**src/rtl/retire_trace_packer.sv**
```systemverilog
// Retirement trace packer: buffers one record per retired instruction and
// streams each record as a 9-byte packet (header, PC, instruction) over valid/ready.
module retire_trace_packer #(
  parameter int DEPTH = 16,
  parameter int CNT_W = 16
) (
  input  logic                     clk,
  input  logic                     rst,
  input  logic                     ret_valid,
  input  logic [31:0]              ret_pc,
  input  logic [31:0]              ret_instr,
  input  logic [4:0]               ret_rdn,
  input  logic                     ret_regwrite,
  input  logic                     ret_exit,
  output logic [7:0]               tx_data,
  output logic                     tx_valid,
  input  logic                     tx_ready,
  output logic [$clog2(DEPTH):0]   fifo_count,
  output logic                     overflow,
  output logic [CNT_W-1:0]         drop_count,
  output logic                     done
);

  localparam int AW    = $clog2(DEPTH);
  localparam int CW    = AW + 1;
  localparam int REC_W = 72;

  typedef enum logic {IDLE, SEND} serStateT;

  logic [REC_W-1:0] mem [DEPTH];
  logic [AW-1:0]    wrPtr;
  logic [AW-1:0]    rdPtr;

  logic             retExitQ;
  logic             exitSeen;
  logic             pendingExit;
  logic [69:0]      pendRec;
  logic             dropMark;

  logic [REC_W-1:0] shiftRec;
  logic [3:0]       idx;
  logic [3:0]       idxNext;
  serStateT         state;
  serStateT         nextState;
  logic             pop;
  logic             lastExitAccept;

  logic             fifoFull;
  logic             fifoEmpty;
  logic             room;
  logic             exitEdge;
  logic             capture;
  logic             liveRw;
  logic             pendWrite;
  logic             doWrite;
  logic             dropRec;
  logic             holdExit;
  logic [REC_W-1:0] wrData;

  assign fifoFull  = (fifo_count == CW'(DEPTH));
  assign fifoEmpty = (fifo_count == '0);
  assign room      = !fifoFull || pop;
  assign exitEdge  = ret_exit && !retExitQ && !exitSeen;
  assign capture   = !exitSeen && (ret_valid || exitEdge);
  assign liveRw    = ret_regwrite && ret_valid;
  assign pendWrite = pendingExit && room;
  assign doWrite   = pendWrite || (capture && room);
  assign dropRec   = capture && !room && !exitEdge;
  assign holdExit  = capture && !room && exitEdge;

  // Record layout {H, pc, instr}; the drop mark is folded into H at write time
  always_comb begin
    wrData = {exitEdge, liveRw, dropMark, ret_rdn, ret_pc, ret_instr};
    if (pendWrite) begin
      wrData = {1'b1, pendRec[69], dropMark, pendRec[68:64], pendRec[63:0]};
    end
  end

  always_ff @(posedge clk) begin
    if (doWrite) begin
      mem[wrPtr] <= wrData;
    end
  end

  // Capture side: the core cannot stall, so a full FIFO drops ordinary records
  // while an exit record waits in a one-entry holding slot
  always_ff @(posedge clk) begin
    if (rst) begin
      retExitQ    <= 1'b0;
      exitSeen    <= 1'b0;
      pendingExit <= 1'b0;
      pendRec     <= '0;
      dropMark    <= 1'b0;
      overflow    <= 1'b0;
      drop_count  <= '0;
      wrPtr       <= '0;
      rdPtr       <= '0;
      fifo_count  <= '0;
    end else begin
      retExitQ <= ret_exit;
      if (exitEdge) begin
        exitSeen <= 1'b1;
      end
      if (holdExit) begin
        pendingExit <= 1'b1;
        pendRec     <= {liveRw, ret_rdn, ret_pc, ret_instr};
      end else if (pendWrite) begin
        pendingExit <= 1'b0;
      end
      if (doWrite) begin
        wrPtr    <= wrPtr + AW'(1);
        dropMark <= 1'b0;
      end
      if (dropRec) begin
        overflow <= 1'b1;
        dropMark <= 1'b1;
        if (drop_count != '1) begin
          drop_count <= drop_count + CNT_W'(1);
        end
      end
      if (pop) begin
        rdPtr <= rdPtr + AW'(1);
      end
      fifo_count <= fifo_count + CW'(doWrite) - CW'(pop);
    end
  end

  always_ff @(posedge clk) begin
    if (rst) begin
      state    <= IDLE;
      idx      <= '0;
      shiftRec <= '0;
      done     <= 1'b0;
    end else begin
      state <= nextState;
      idx   <= idxNext;
      if (pop) begin
        shiftRec <= mem[rdPtr];
      end
      if (lastExitAccept) begin
        done <= 1'b1;
      end
    end
  end

  // Serializer: back-to-back packets without a bubble; once the exit packet
  // has gone out the FSM parks in IDLE for good
  always_comb begin
    nextState      = state;
    idxNext        = idx;
    pop            = 1'b0;
    lastExitAccept = 1'b0;
    case (state)
      IDLE: begin
        if (!fifoEmpty && !done) begin
          pop       = 1'b1;
          idxNext   = '0;
          nextState = SEND;
        end
      end
      SEND: begin
        if (tx_ready) begin
          if (idx == 4'd8) begin
            if (shiftRec[71]) begin
              lastExitAccept = 1'b1;
              nextState      = IDLE;
            end else if (!fifoEmpty) begin
              pop     = 1'b1;
              idxNext = '0;
            end else begin
              nextState = IDLE;
            end
          end else begin
            idxNext = idx + 4'd1;
          end
        end
      end
      default: nextState = IDLE;
    endcase
  end

  assign tx_valid = (state == SEND);

  always_comb begin
    tx_data = shiftRec[71:64];
    case (idx)
      4'd1:    tx_data = shiftRec[39:32];
      4'd2:    tx_data = shiftRec[47:40];
      4'd3:    tx_data = shiftRec[55:48];
      4'd4:    tx_data = shiftRec[63:56];
      4'd5:    tx_data = shiftRec[7:0];
      4'd6:    tx_data = shiftRec[15:8];
      4'd7:    tx_data = shiftRec[23:16];
      4'd8:    tx_data = shiftRec[31:24];
      default: tx_data = shiftRec[71:64];
    endcase
  end

endmodule

```
**config.mk**
```make
export PLATFORM = sky130hd
export DESIGN_NAME = retire_trace_packer
export DESIGN_NICKNAME = d
export VERILOG_FILES = /design/src/rtl/retire_trace_packer.sv
export SDC_FILE = /design/constraint.sdc
export NUM_CORES = 2
export LEC_CHECK = 0
export ABC_CLOCK_PERIOD_IN_PS = 10790
export CELL_PAD_IN_SITES_DETAIL_PLACEMENT = 0
export CELL_PAD_IN_SITES_GLOBAL_PLACEMENT = 2
export CORE_UTILIZATION = 50
export CTS_BUF_LIST = sky130_fd_sc_hd__clkbuf_8
export CTS_CLUSTER_SIZE = 30
export DETAILED_ROUTE_END_ITERATION = 7
export PLACE_DENSITY = 0.85
export SLEW_MARGIN = 20
export SYNTH_ARGS = -nofsm -noshare
export SYNTH_HDL_FRONTEND = slang
export SYNTH_SLANG_ARGS = --single-unit
```
**constraint.sdc**
```tcl
create_clock -name clk -period 10.79 [get_ports clk]
set_input_delay 2.158 -clock clk [delete_from_list [all_inputs] [get_ports clk]]
set_output_delay 2.158 -clock clk [all_outputs]
set_load 0.005 [all_outputs]
```
==> flow_summary.yaml <==
run_status:
  status: "complete, no violations"
clock_tree:
  cts_tree: "done"
  cts_resized: 0
  cts_made_buffers: 201
  clock_latency_ns: 0.86
  clock_sinks: 1334
  h-tree-depth: 4
  clk_pin_slew_ns: 0.07
  clockBufferDepth: 3
  cts_hold_buf: 0
  clockRootBuffer: "clkbuf_8"
  post_cts_buffers: 0
finish:
  layout_common_cells: "edfxtp_1, mux4_2, nand2_1, clkbuf_8, dfxtp_1"
  nets: 2931
  layout-drive-gt1-share_pct: 23.1
  seqCellArea_um2: 38200
  final_cell_area_um2: 57500
  utilization_pct: 57.1
  fillCellCount: 7302
  areaGrowthSynthToFinish_pct: 12.7
  final_cells: 4365
  multi_input_area_um2: 12100
  final_common_cell: "edfxtp_1"
placement:
  dp_hpwl_um: 63600
  placedInstanceArea_um2: 53500
  place_congestion: 0.801
  dp.cells: 3993
  portBuffers: 106
flow_run:
  cap_violations: 0
drt:
  dr.pass1.iters: 5
  wl_um: 121000
  drtIter0Drc: 3019
  ant_nets: 0
  num_vias: 26400
  avgViaCountPerCell: 6.05
  drcViolationCount: 0
  wl_per_cell_um: 27.6
timing:
  whs_ns: 0.450
  tightest_slew_ns: 1.17
  finalHoldViolCount: 0
  finalWorstPathRequiredPeriod_ns: 6.10
  tns_ns: 0
  rsz0062_at_grt: "false"
  skew_ns: 0.0374
  max_freq_mhz: 164
  period_share_pct: 56.5
  setup_viol: 0
  maxSlewHeadroom_pct: 22.2
  finalMaxSlewViolations: 0
power:
  p_per_area_nw_per_um2: 218
  p_leak_nw: 18.3
  ir_drop_mv: 0.174
setup_path:
  reg2reg_depth: 8
  critPathMaxStageDelay_ns: 0.65
  timing.critical_path.buf_inv: 2
  crit_required_ns: 8.63
  worstSetupPathType: "flip-flop to primary output"
  cp_slowest_cell: "clkdlybuf4s50_1"
  crit_chain: "inv_1, ha_1, a2111o_1, o21ai_1, nand2_1, o21ai_0, clkdlybuf4s50_1"
  end_kind: "primary output"
  cp-start-kind: "flip-flop"
  crit_cells: 7
  crit_fanout: 19
  critPathTopFamily: "compound AO/OA/AOI/OAI gates"
  cp.arrival_ns: 3.94
  rrSetupSlack_ns: 6.07
yosys:
  avgSynthCellArea_um2: 19.2
  syn-num-nets: 2741
  yosys-top-cells-area: "edfxtp_1, mux4_2, dfxtp_1"
  synth_top_area_share_pct: 67.9
  synth_edf_count: 1152
  syn_inst: 2649
  async_flop_share_pct: 0
  ys_ff_latch: 1334
  synth_area_um2: 51000
  yosysUniqueCellTypes: 53
  ys.warnings.count: 0
  yosysTopAreaCell: "edfxtp_1"
  yosysSeqAreaShare_pct: 75.0
  synth_flop_cell: "edfxtp_1"
global_routing:
  antenna_found_initial: 1
  grt_pass1_vias: 27100
  grt_pass1_wl_um: 177000
  grtUsageTotal_pct: 23.8
  grt_overflow: 0
  grt_max_degree: 144
floorplan:
  dieArea_um2: 103000
  die_w_um: 321
  fp.dieH_um: 321
  initial_core_util_pct: 50.7
  row_count: 116
  ioPinCount: 107
  core_um2: 101000
worst_hold_path:
  worstHoldPathCells: 2
  min_path_type: "flip-flop to flip-flop"
## routing by layer
metal	part of all wire [%]	up-vias	track usage (%)
met5	0	-	0
met4	2.3	0	7.52
li1	-	11300	-
met1	41	13900	32.9
met2	48	1138	37.2
met3	9.0	176	6.09
## metrics by stage
step | power, mW | setup WS (ns)
6_report | 12.5 | 4.69
2_1_floorplan | 7.87 | 2.39
4_1_cts | 12.6 | 4.73
3_5_place_dp | 8.64 | 5.00
5_1_grt | 13.0 | 4.41
3_3_place_gp | 8.59 | 5.07
## registers in the layout (all words and copies together), names as in the netlist
| name | flops |
|---|---|
| overflow | 1 |
| pendRec | 70 |
| mem | 1152 |
| shiftRec | 72 |
| drop_count | 16 |
| idx | 4 |
| done | 1 |
| pendingExit | 1 |
| exitSeen | 1 |
| dropMark | 1 |
| rdPtr | 4 |
| wrPtr | 4 |
| fifo_count | 5 |
| tx_valid | 1 |
| retExitQ | 1 |
## Yosys cell counts (all sizes together), types with 2 or more instances
cell type     n
dfxtp       182
nand2       228
o31ai        11
and2          2
and3         16
mux2         73
xor2          6
a221oi        7
xnor2         3
a21oi       108
nand4         5
mux4        288
nor4          5
a21o          2
or4          11
nor2b        11
o211ai        3
a22o         79
ha           16
nand3        12
nor2         29
clkbuf       76
nand3b        3
inv          18
a22oi       152
a31oi         9
or3           6
o21a          7
edfxtp     1152
nor3          5
o21ai        22
buf          85
and4          3
## path summary, 6_finish.rpt
kind | to | start
max | tx_data[1] | idx[0]
min | pendRec[27] | pendRec[27]
max reg2reg | mem[15][29] | idx[0]
min reg2reg | pendRec[27] | pendRec[27]
## kinds of logic after synthesis
| group | share of synthesized area, % |
|---|---|
| flip-flops | 75.0 |
| AO/OA/AOI/OAI | 5.58 |
| multiplexers | 14.4 |
| AND/OR/NAND/NOR | 3.01 |
| buffers and inverters | 1.47 |
| adder cells (fa/ha/maj) | 0.432 |
| XOR/XNOR | 0.155 |
## cell type report
cell class	instances	share of cell area, %
diodes	1	0.00435
well taps	1357	2.95
clock inverters	150	1.52
repair buffers	148	2.46
clock buffers	221	5.29
inverters	18	0.118
flip-flops and latches	1334	66.6
multi-input cells	1136	21.1
## worst register-to-register path: stages (launching register included)
cell and delay, ns:
dfxtp_1 0.35, inv_1 0.13, ha_1 0.63, nand3b_1 0.44, nor4_2 0.31, buf_4 0.25, o22a_1 0.56, and3_4 0.90
buf_4 0.75
## report_power, final
| group | switching [mW] | total, mW | internal, mW |
|---|---|---|---|
| Clock | 1.90 | 3.98 | 2.08 |
| Sequential | 0.248 | 6.14 | 5.89 |
| Combinational | 1.25 | 2.39 | 1.14 |
| Total | 3.40 | 12.5 | 9.11 |
(Power assumes the default switching activity.)
